==> src/rtl/mac_array_seq_if.sv <==
// Job/status bundle between the MAC array sequencer and its controller.
// The slave side is the sequencer; the master side drives jobs and L0 status.
interface mac_array_seq_if #(
  parameter int col     = 8,
  parameter int inst_bw = 3,
  parameter int len_bw  = 8,
  parameter int cnt_bw  = 12
);
  logic               start;
  logic               mode_os;
  logic               mode_2b;
  logic [len_bw-1:0]  exec_len;
  logic               l0_empty;
  logic [col-1:0]     valid;
  logic               l0_rd;
  logic [inst_bw-1:0] inst_w;
  logic               is_os;
  logic               act_2b_mode;
  logic               busy;
  logic               done;
  logic [cnt_bw-1:0]  out_cnt;

  modport master (
    output start, mode_os, mode_2b, exec_len,
    output l0_empty, valid,
    input  l0_rd, inst_w, is_os, act_2b_mode,
    input  busy, done, out_cnt
  );

  modport slave (
    input  start, mode_os, mode_2b, exec_len,
    input  l0_empty, valid,
    output l0_rd, inst_w, is_os, act_2b_mode,
    output busy, done, out_cnt
  );
endinterface

==> src/rtl/mac_array_seq.sv <==
// Job-level sequencer for the MAC array: kernel load, execute,
// flush and drain phases, L0 pops and output beat counting.
module mac_array_seq #(
  parameter int row     = 8,
  parameter int col     = 8,
  parameter int inst_bw = 3,
  parameter int len_bw  = 8,
  parameter int cnt_bw  = 12
) (
  input logic            clk,
  input logic            reset,
  mac_array_seq_if.slave bus
);
  // Drain holds one extra state cycle so the registered inst_w
  // shows row+col zero cycles after the final beat.
  localparam int DL = row + col + 1;
  localparam int PW = $clog2(DL + 1);
  localparam int CW = (PW > len_bw) ? PW : len_bw;

  localparam logic [CW-1:0] K_LAST = CW'(col - 1);
  localparam logic [CW-1:0] G_LAST = CW'(row - 1);
  localparam logic [CW-1:0] D_LAST = CW'(DL - 1);

  localparam logic [inst_bw-1:0] I_LOAD  = inst_bw'(1);
  localparam logic [inst_bw-1:0] I_EXEC  = inst_bw'(2);
  localparam logic [inst_bw-1:0] I_FLUSH = inst_bw'(4);

  localparam logic [2:0] S_IDLE  = 3'd0;
  localparam logic [2:0] S_KLOAD = 3'd1;
  localparam logic [2:0] S_KGAP  = 3'd2;
  localparam logic [2:0] S_EXEC  = 3'd3;
  localparam logic [2:0] S_FLUSH = 3'd4;
  localparam logic [2:0] S_DRAIN = 3'd5;

  logic [2:0]         state_q, state_d;
  logic [CW-1:0]      cnt_q, cnt_d;
  logic [len_bw-1:0]  len_q, len_d;
  logic               os_q, os_d;
  logic               m2b_q, m2b_d;
  logic [inst_bw-1:0] inst_q, inst_d;
  logic [cnt_bw-1:0]  out_q, out_d;

  logic busy;
  logic beat;
  logic done_c;
  logic exec_last;

  always_comb begin
    state_d   = state_q;
    cnt_d     = cnt_q;
    len_d     = len_q;
    os_d      = os_q;
    m2b_d     = m2b_q;
    inst_d    = '0;
    out_d     = out_q;
    done_c    = 1'b0;
    busy      = (state_q != S_IDLE);
    beat      = ((state_q == S_KLOAD) ||
                 (state_q == S_EXEC)) &&
                !bus.l0_empty;
    exec_last = ((cnt_q + CW'(1)) == CW'(len_q));

    if (busy && |bus.valid && out_q != '1)
      out_d = out_q + cnt_bw'(1);

    unique case (state_q)
      S_IDLE: begin
        if (bus.start) begin
          os_d  = bus.mode_os;
          m2b_d = bus.mode_2b;
          len_d = bus.exec_len;
          out_d = '0;
          cnt_d = '0;
          if (!bus.mode_os)
            state_d = S_KLOAD;
          else if (bus.exec_len == '0)
            state_d = S_FLUSH;
          else
            state_d = S_EXEC;
        end
      end
      S_KLOAD: begin
        if (beat) begin
          inst_d = I_LOAD;
          if (cnt_q == K_LAST) begin
            cnt_d   = '0;
            state_d = S_KGAP;
          end else begin
            cnt_d = cnt_q + CW'(1);
          end
        end
      end
      S_KGAP: begin
        if (cnt_q == G_LAST) begin
          cnt_d   = '0;
          state_d = (len_q == '0) ? S_DRAIN : S_EXEC;
        end else begin
          cnt_d = cnt_q + CW'(1);
        end
      end
      S_EXEC: begin
        if (beat) begin
          inst_d = I_EXEC;
          if (exec_last) begin
            cnt_d   = '0;
            state_d = os_q ? S_FLUSH : S_DRAIN;
          end else begin
            cnt_d = cnt_q + CW'(1);
          end
        end
      end
      S_FLUSH: begin
        inst_d  = I_FLUSH;
        cnt_d   = '0;
        state_d = S_DRAIN;
      end
      S_DRAIN: begin
        if (cnt_q == D_LAST) begin
          done_c  = 1'b1;
          cnt_d   = '0;
          state_d = S_IDLE;
        end else begin
          cnt_d = cnt_q + CW'(1);
        end
      end
      default: state_d = S_IDLE;
    endcase
  end

  always_ff @(posedge clk) begin
    if (reset) begin
      state_q <= S_IDLE;
      cnt_q   <= '0;
      len_q   <= '0;
      os_q    <= 1'b0;
      m2b_q   <= 1'b0;
      inst_q  <= '0;
      out_q   <= '0;
    end else begin
      state_q <= state_d;
      cnt_q   <= cnt_d;
      len_q   <= len_d;
      os_q    <= os_d;
      m2b_q   <= m2b_d;
      inst_q  <= inst_d;
      out_q   <= out_d;
    end
  end

  assign bus.l0_rd       = beat & ~reset;
  assign bus.inst_w      = inst_q;
  assign bus.is_os       = os_q;
  assign bus.act_2b_mode = m2b_q;
  assign bus.busy        = busy;
  assign bus.done        = done_c;
  assign bus.out_cnt     = out_q;
endmodule

==> src/flat_wrapper.sv <==
// flat-port wrapper written by rule: the top's interface ports become plain ports
module mac_array_seq_flat 
#(
  parameter int row     = 8,
  parameter int col     = 8,
  parameter int inst_bw = 3,
  parameter int len_bw  = 8,
  parameter int cnt_bw  = 12
)
  (clk, reset, bus_start, bus_mode_os, bus_mode_2b, bus_exec_len, bus_l0_empty, bus_valid, bus_l0_rd, bus_inst_w, bus_is_os, bus_act_2b_mode, bus_busy, bus_done, bus_out_cnt);
  mac_array_seq_if #(.col(col), .inst_bw(inst_bw), .len_bw(len_bw), .cnt_bw(cnt_bw)) bus_i ();
  input logic clk;
  input logic reset;
  input wire logic [$bits(bus_i.start)-1:0] bus_start;
  input wire logic [$bits(bus_i.mode_os)-1:0] bus_mode_os;
  input wire logic [$bits(bus_i.mode_2b)-1:0] bus_mode_2b;
  input wire logic [$bits(bus_i.exec_len)-1:0] bus_exec_len;
  input wire logic [$bits(bus_i.l0_empty)-1:0] bus_l0_empty;
  input wire logic [$bits(bus_i.valid)-1:0] bus_valid;
  output wire logic [$bits(bus_i.l0_rd)-1:0] bus_l0_rd;
  output wire logic [$bits(bus_i.inst_w)-1:0] bus_inst_w;
  output wire logic [$bits(bus_i.is_os)-1:0] bus_is_os;
  output wire logic [$bits(bus_i.act_2b_mode)-1:0] bus_act_2b_mode;
  output wire logic [$bits(bus_i.busy)-1:0] bus_busy;
  output wire logic [$bits(bus_i.done)-1:0] bus_done;
  output wire logic [$bits(bus_i.out_cnt)-1:0] bus_out_cnt;
  assign bus_i.start = bus_start;
  assign bus_i.mode_os = bus_mode_os;
  assign bus_i.mode_2b = bus_mode_2b;
  assign bus_i.exec_len = bus_exec_len;
  assign bus_i.l0_empty = bus_l0_empty;
  assign bus_i.valid = bus_valid;
  assign bus_l0_rd = bus_i.l0_rd;
  assign bus_inst_w = bus_i.inst_w;
  assign bus_is_os = bus_i.is_os;
  assign bus_act_2b_mode = bus_i.act_2b_mode;
  assign bus_busy = bus_i.busy;
  assign bus_done = bus_i.done;
  assign bus_out_cnt = bus_i.out_cnt;
  mac_array_seq #(.row(row), .col(col), .inst_bw(inst_bw), .len_bw(len_bw), .cnt_bw(cnt_bw)) u_core (.clk(clk), .reset(reset), .bus(bus_i));
endmodule
==> config.mk <==
export PLATFORM = sky130hd
export DESIGN_NAME = mac_array_seq_flat
export DESIGN_NICKNAME = d
export VERILOG_FILES = /design/src/rtl/mac_array_seq_if.sv /design/src/rtl/mac_array_seq.sv /design/src/flat_wrapper.sv
export SDC_FILE = /design/constraint.sdc
export NUM_CORES = 1
export LEC_CHECK = 0
export BUFFER_PORTS_ARGS = -buffer_cell sky130_fd_sc_hd__clkbuf_2
export CELL_PAD_IN_SITES_DETAIL_PLACEMENT = 2
export CELL_PAD_IN_SITES_GLOBAL_PLACEMENT = 2
export CORE_UTILIZATION = 33
export CTS_BUF_LIST = sky130_fd_sc_hd__clkbuf_8
export CTS_CLUSTER_DIAMETER = 60
export DETAILED_ROUTE_END_ITERATION = 8
export HOLD_SLACK_MARGIN = 0.15
export PLACE_DENSITY = 0.84
export RECOVER_POWER = 100
export SLEW_MARGIN = 20
export SYNTH_ARGS = -nofsm -noshare
export SYNTH_HDL_FRONTEND = slang
export SYNTH_SLANG_ARGS = --single-unit
==> constraint.sdc <==
create_clock -name clk -period 2.9 [get_ports clk]
set_input_delay 0 -clock clk [delete_from_list [all_inputs] [get_ports clk]]
set_output_delay 0 -clock clk [all_outputs]
set_load 0.03 [all_outputs]
==> results.sh, run 1 <==
export IMPL_status="complete, no violations"
export IMPL_grt_first_pass_wirelength_um=12650
export IMPL_syn_nets=289
export IMPL_drt_total_wl_um=8073
export IMPL_period_share_pct=93.87
export IMPL_drv_cap=0
export IMPL_die_x_um=81.72
export IMPL_critPathMaxStageDelay_ns=0.48
export IMPL_hpwlAfterDp_um=4879
export IMPL_setup_violations=0
export IMPL_power_switching_mw=0.7892
export IMPL_post_route_drc_count=0
export IMPL_arrival_ns=2.93
export IMPL_synthTopCellsByArea="dfxtp_1 (34%), nand2_1 (8.6%), a21oi_1 (5.3%)"
export IMPL_path_max_fanout=8
export IMPL_wl_per_cell_um=20.49
export IMPL_worst_slack_ns=0.1777
export IMPL_insertion_delay_ns=0.31
export IMPL_yosysTopAreaCell="dfxtp_1"
export IMPL_ys_seq_area_share_pct=34.37
export IMPL_final_cells=394
export IMPL_fin_nets=343
export IMPL_worstHoldStart="bus_start"
export IMPL_num_antenna_cells=0
export IMPL_skew_ns=0.005160
export IMPL_p_leak_nw=1.015
export IMPL_worst_path_max_delay_cell="dfxtp_1"
export IMPL_slew_violations=0
export IMPL_peakVddDrop_uv=277.4
export IMPL_power_mw=1.871
export IMPL_async_reset_ff_share_pct=0
export IMPL_setup_worst_path_end="u_core.cnt_q[0]$_SDFFE_PP0P_"
export IMPL_io_pins=42
export IMPL_core_um2=6026
export IMPL_antenna_left=0
export IMPL_min_period_ns=2.722
export IMPL_synth_top_area_share_pct=34.37
export IMPL_startpoint="u_core.cnt_q[1]$_SDFFE_PP0P_"
export IMPL_comb_power_share_pct=39.6
export IMPL_syn_area_um2=2097
export IMPL_start_util_pct=34.80
export IMPL_rr_worst_depth=8
export IMPL_synth_edf_count=0
export IMPL_via_count=2192
export IMPL_clkTransAtPathRegs_ns=0.08
export IMPL_firstDrtPassIters=6
export IMPL_grt_pass1_vias=2309
export IMPL_grt_start_max_net_pins=19
export IMPL_rrSetupSlack_ns=0.18
export IMPL_syn_to_final_growth_pct=24.28
export IMPL_rsz0062_at_grt="false"
export IMPL_holdPathStages=4
export IMPL_path_cells="ha_1, nand3_2, xnor2_1, a2111oi_2, o21ai_1, o31a_1, or2_0, mux2_4"
export IMPL_place_ws_ns=0.1983
export IMPL_final_common_cell="nand2_1"
export IMPL_worst_slew_pin_slew_ns=0.8029
export IMPL_postCtsSetupBuffers=0
export IMPL_h_tree_depth=2
export IMPL_row_count=28
export IMPL_synth_ff_type="dfxtp_1"
export IMPL_root_buffer="clkbuf_8"
export IMPL_synth_warnings=0
export IMPL_max_slew_margin_rel_pct=46.22
export IMPL_fin_area_um2=2606
export IMPL_cts_buffers=5
export IMPL_swShare_pct=42.18
export IMPL_power_frac_clock_pct=25.0
export IMPL_cts_tree="yes"
export IMPL_whs_ns=0.3347
export IMPL_path_class="reg2reg"
export IMPL_powerDensity_nw_per_um2=717.8
export IMPL_track_usage_pct=26.13
export IMPL_synthCells=264
export IMPL_drt_initial_drc_count=158
export IMPL_hold_viol_final=0
export IMPL_max_freq_mhz=367.3
export IMPL_required_ns=3.10
export IMPL_synth_area_per_cell_um2=7.943
export IMPL_gp_congestion=0.7619
export IMPL_ys_seq_elements=36
export IMPL_synth_cell_types=60
export IMPL_fin_util_pct=43.25
export IMPL_grt_overflow=0
export IMPL_cp_start_kind="register"
export IMPL_power_internal_mw=1.082
export IMPL_crit_path_end_kind="register"
export IMPL_layout_common_cells="nand2_1 (48), dfxtp_1 (35), nor2_1 (23)"
export IMPL_drive_gt1_share_pct=13.48
export IMPL_pwr_share_seq_pct=35.4
export IMPL_r2r_start="u_core.cnt_q[1]$_SDFFE_PP0P_"
export IMPL_cts_buffer_depth=2
export IMPL_viasPerCell=5.563
export IMPL_cts_num_sinks=36
export IMPL_dpl_cell_count=365
export IMPL_hp_class="in2reg"
export IMPL_die_area_um2=6677
export IMPL_dpl_cell_area_um2=2316
export IMPL_grt_antenna_before_repair=0
export IMPL_r2r_end="u_core.cnt_q[0]$_SDFFE_PP0P_"
export IMPL_finalSetupTns_ns=0
export IMPL_port_buffer_count=41
export IMPL_die_h_um=81.72
==> cell usage after synthesis (3+ instances only) <==
cell type,number
a21oi_1,22
and2_1,7
clkbuf_1,10
dfxtp_1,36
ha_1,3
inv_1,7
nand2_1,48
nand3_1,7
nand4_1,5
nor2_1,23
nor3_1,5
nor4_1,8
o211ai_1,3
o21ai_0,3
o22ai_1,4
or3_1,4
xnor2_1,10
xor2_1,9
==> power groups by stage <==
stage	clock network (mW)	logic, mW	registers (mW)
2_1_floorplan	0	0.517	0.637
3_3_place_gp	0	0.653	0.660
3_5_place_dp	0	0.682	0.666
4_1_cts	0.478	0.739	0.656
5_1_grt	0.494	0.805	0.671
6_report	0.468	0.740	0.662
==> cell type report <==
class / count / area [um2]
Clock buffer: 5 / 68.82
Sequential cell: 36 / 721.9
Timing Repair Buffer: 63 / 396.6
Clock inverter: 3 / 42.54
Tap cell: 75 / 93.84
Multi-Input combinational cell: 205 / 1256
Fill cell: 711 / 3420
Inverter: 7 / 26.28
==> sequential cells by signal, summed over array words and instances, names as in the netlist <==
| signal | cells |
|---|---|
| u_core.bus.act_2b_mode | 1 |
| u_core.bus.inst_w | 3 |
| u_core.bus.is_os | 1 |
| u_core.bus.out_cnt | 12 |
| u_core.cnt_q | 8 |
| u_core.len_q | 8 |
| u_core.state_q | 3 |
==> critical path: cells and delay by family (launching register included) <==
family / cells / cell delay (ns)
adders and majority gates: 1 / 0.33
AOI/OAI and AO/OA: 3 / 0.92
muxes: 1 / 0.26
xor gates and xnor gates: 1 / 0.21
and+or+nand+nor: 2 / 0.40
DFF: 1 / 0.48
==> per-layer routing <==
layer,wire length (um),track usage [%],up-vias
met3,200,4.556,13
met4,169,9.825,0
li1,-,-,1035
met5,0,0,-
met2,4255,47.42,40
met1,3448,30.38,1104
==> cell families after synthesis <==
| kind of cell | synth area share [%] |
|---|---|
| AO/OA/AOI/OAI | 17.24 |
| AND/OR/NAND/NOR | 30.01 |
| flip-flops | 34.37 |
| buffers and inverters | 5.430 |
| XOR/XNOR | 9.487 |
| adder cells (fa/ha/maj) | 1.790 |
| multiplexers | 1.670 |
==> worst min-delay path by stage <==
| stage | endpoint | slack [ns] |
|---|---|---|
| finish | u_core.len_q[4]$_SDFFE_PP0P_ | 0.33 |
| global placement | u_core.bus.act_2b_mode$_SDFFE_PP0P_ | 0.23 |
| detailed placement | u_core.bus.inst_w[0]$_SDFF_PP0_ | 0.24 |
| CTS | u_core.len_q[4]$_SDFFE_PP0P_ | 0.30 |
| global route | u_core.len_q[4]$_SDFFE_PP0P_ | 0.39 |
| floorplan | u_core.bus.inst_w[0]$_SDFF_PP0_ | 0.08 |
==> what timing repair did <==
action,CTS,global route
endpoints found under the hold margin,15,0
resized for setup,0,1
endpoints found under the setup margin,0,4
hold buffers,21,0
(Power assumes the default switching activity.)
==> run 2, diff against run 1 <==
Settings changed: CORE_MARGIN from default to 2.
==> run 2 against run 1 <==
Sequential share of layout area rose by 0.25 points. Worst setup slack improved by 0.060 ns. Largest power group unchanged. Highest routed layer unchanged. Clock skew rose by 0.0011 ns. Power fell by 8.5%. First-iteration DRC count fell by 68%. Clock-buffer cell count did not move.
==> results.sh, run 2 (synthesis results as in run 1) <==
export IMPL_status="complete, no violations"
export IMPL_max_slew_margin_rel_pct=47.06
export IMPL_worstHoldStart="bus_start"
export IMPL_viasPerCell=5.362
export IMPL_largest_reg_flops=12
export IMPL_worst_slew_pin_slew_ns=0.7940
export IMPL_track_usage_pct=19.94
export IMPL_firstDrtPassIters=4
export IMPL_rsz0062_at_grt="false"
export IMPL_powerDensity_nw_per_um2=663.5
export IMPL_root_buffer="clkbuf_8"
export IMPL_crit_path_end_kind="register"
export IMPL_setup_violations=0
export IMPL_path_max_fanout=8
export IMPL_die_x_um=83.72
export IMPL_die_h_um=83.72
export IMPL_drt_total_wl_um=6685
export IMPL_clkTransAtPathRegs_ns=0.08
export IMPL_syn_to_final_growth_pct=22.97
export IMPL_drive_gt1_share_pct=12.58
export IMPL_fin_nets=343
export IMPL_final_common_cell="nand2_1"
export IMPL_io_pins=42
export IMPL_h_tree_depth=2
export IMPL_p_leak_nw=1.004
export IMPL_path_class="reg2reg"
export IMPL_start_util_pct=33.60
export IMPL_ff_latch_area_um2=720.7
export IMPL_post_route_drc_count=0
export IMPL_hold_viol_final=0
export IMPL_peakVddDrop_uv=312.2
export IMPL_required_ns=3.09
export IMPL_row_count=29
export IMPL_path_cells="inv_1, ha_1, xnor2_1, o211ai_1, a2111oi_2, o21ai_1, o31a_1, or2_0, mux2_4"
export IMPL_r2r_start="u_core.cnt_q[0]$_SDFFE_PP0P_"
export IMPL_grt_start_max_net_pins=19
export IMPL_antenna_left=0
export IMPL_fillers=725
export IMPL_core_um2=6241
export IMPL_grt_overflow=0
export IMPL_grt_first_pass_wirelength_um=11180
export IMPL_hpwlAfterDp_um=4854
export IMPL_finalSetupTns_ns=0
export IMPL_cts_tree="yes"
export IMPL_fin_util_pct=41.32
export IMPL_cts_buffers=5
export IMPL_port_buffer_count=41
export IMPL_hp_class="in2reg"
export IMPL_gp_congestion=0.7808
export IMPL_cts_num_sinks=36
export IMPL_max_freq_mhz=375.6
export IMPL_insertion_delay_ns=0.30
export IMPL_drt_initial_drc_count=51
export IMPL_grt_antenna_before_repair=0
export IMPL_via_count=2118
export IMPL_whs_ns=0.3828
export IMPL_layout_common_cells="nand2_1 (48), dfxtp_1 (36), nor2_1 (23)"
export IMPL_period_share_pct=91.80
export IMPL_cp_start_kind="register"
export IMPL_min_period_ns=2.662
export IMPL_worst_path_max_delay_cell="dfxtp_1"
export IMPL_multi_input_comb_area_um2=1259
export IMPL_grt_pass1_vias=2216
export IMPL_cts_buffer_depth=2
export IMPL_critPathMaxStageDelay_ns=0.48
export IMPL_slew_violations=0
export IMPL_startpoint="u_core.cnt_q[0]$_SDFFE_PP0P_"
export IMPL_drv_cap=0
export IMPL_die_area_um2=7008
export IMPL_arrival_ns=2.85
export IMPL_skew_ns=0.006296
export IMPL_wl_per_cell_um=16.92
export IMPL_num_antenna_cells=0
## run 2: cell type report
cell class / instances / share of cell area, %
Tap cell: 77 / 3.736
Sequential cell: 36 / 27.95
Clock inverter: 2 / 0.3396
Multi-Input combinational cell: 205 / 48.81
Inverter: 7 / 1.019
Clock buffer: 5 / 2.669
Timing Repair Buffer: 63 / 15.48
## run 2: layer usage
metal / vias up / GRT usage [%] / share of wire, %
met2: 28 / 34.98 / 52
li1: 1029 / - / -
met4: 0 / 5.425 / 0.91
met5: - / 0 / 0
met3: 5 / 3.759 / 2.8
met1: 1056 / 24.95 / 45
## run 2: timing repair
| action | in CTS | in global routing |
|---|---|---|
| hold buffers | 22 | 0 |
| endpoints found under the setup margin | 0 | 3 |
| resized for setup | 0 | 1 |
| buffers inserted | 0 | 0 |
| hold endpoints to repair | 15 | 0 |
## run 2: final timing paths
path | endpoint | slack (ns) | cells after the start
worst max-delay path | u_core.cnt_q[0]$_SDFFE_PP0P_ | 0.24 | 9
worst min-delay path | u_core.cnt_q[2]$_SDFFE_PP0P_ | 0.38 | 6
worst max register to register | u_core.cnt_q[0]$_SDFFE_PP0P_ | 0.24 | 9
worst min register to register | u_core.bus.out_cnt[1]$_SDFF_PP0_ | 0.52 | 2
## run 2: report_power, final
group	switching (mW)	leakage, nW	internal [mW]	total [mW]
logic	0.431	0.666	0.277	0.707
registers	0.105	0.292	0.552	0.657
clock network	0.186	0.0452	0.160	0.346
## run 2: per-stage QoR
| stage | power [mW] | setup WS (ns) | area (um2) | std cells |
|---|---|---|---|---|
| global placement | 1.311 | 0.2610 | 2311 | 366 |
| CTS | 1.737 | 0.08764 | 2609 | 395 |
| floorplan | 1.154 | 0.5282 | 2097 | 264 |
| finish | 1.711 | 0.2378 | 2579 | 395 |
| global route | 1.837 | 0.03933 | 2579 | 395 |
| detailed placement | 1.336 | 0.1049 | 2311 | 366 |
## run 2: critical path, delay by kind of cell (launching register included)
family / cells / cell delay [ns]
AO/OA/AOI/OAI: 4 / 0.90
buffers and inverters: 1 / 0.13
XOR/XNOR: 1 / 0.17
multiplexers: 1 / 0.27
AND/OR/NAND/NOR: 1 / 0.27
adder cells (fa/ha/maj): 1 / 0.34
flip-flops: 1 / 0.48
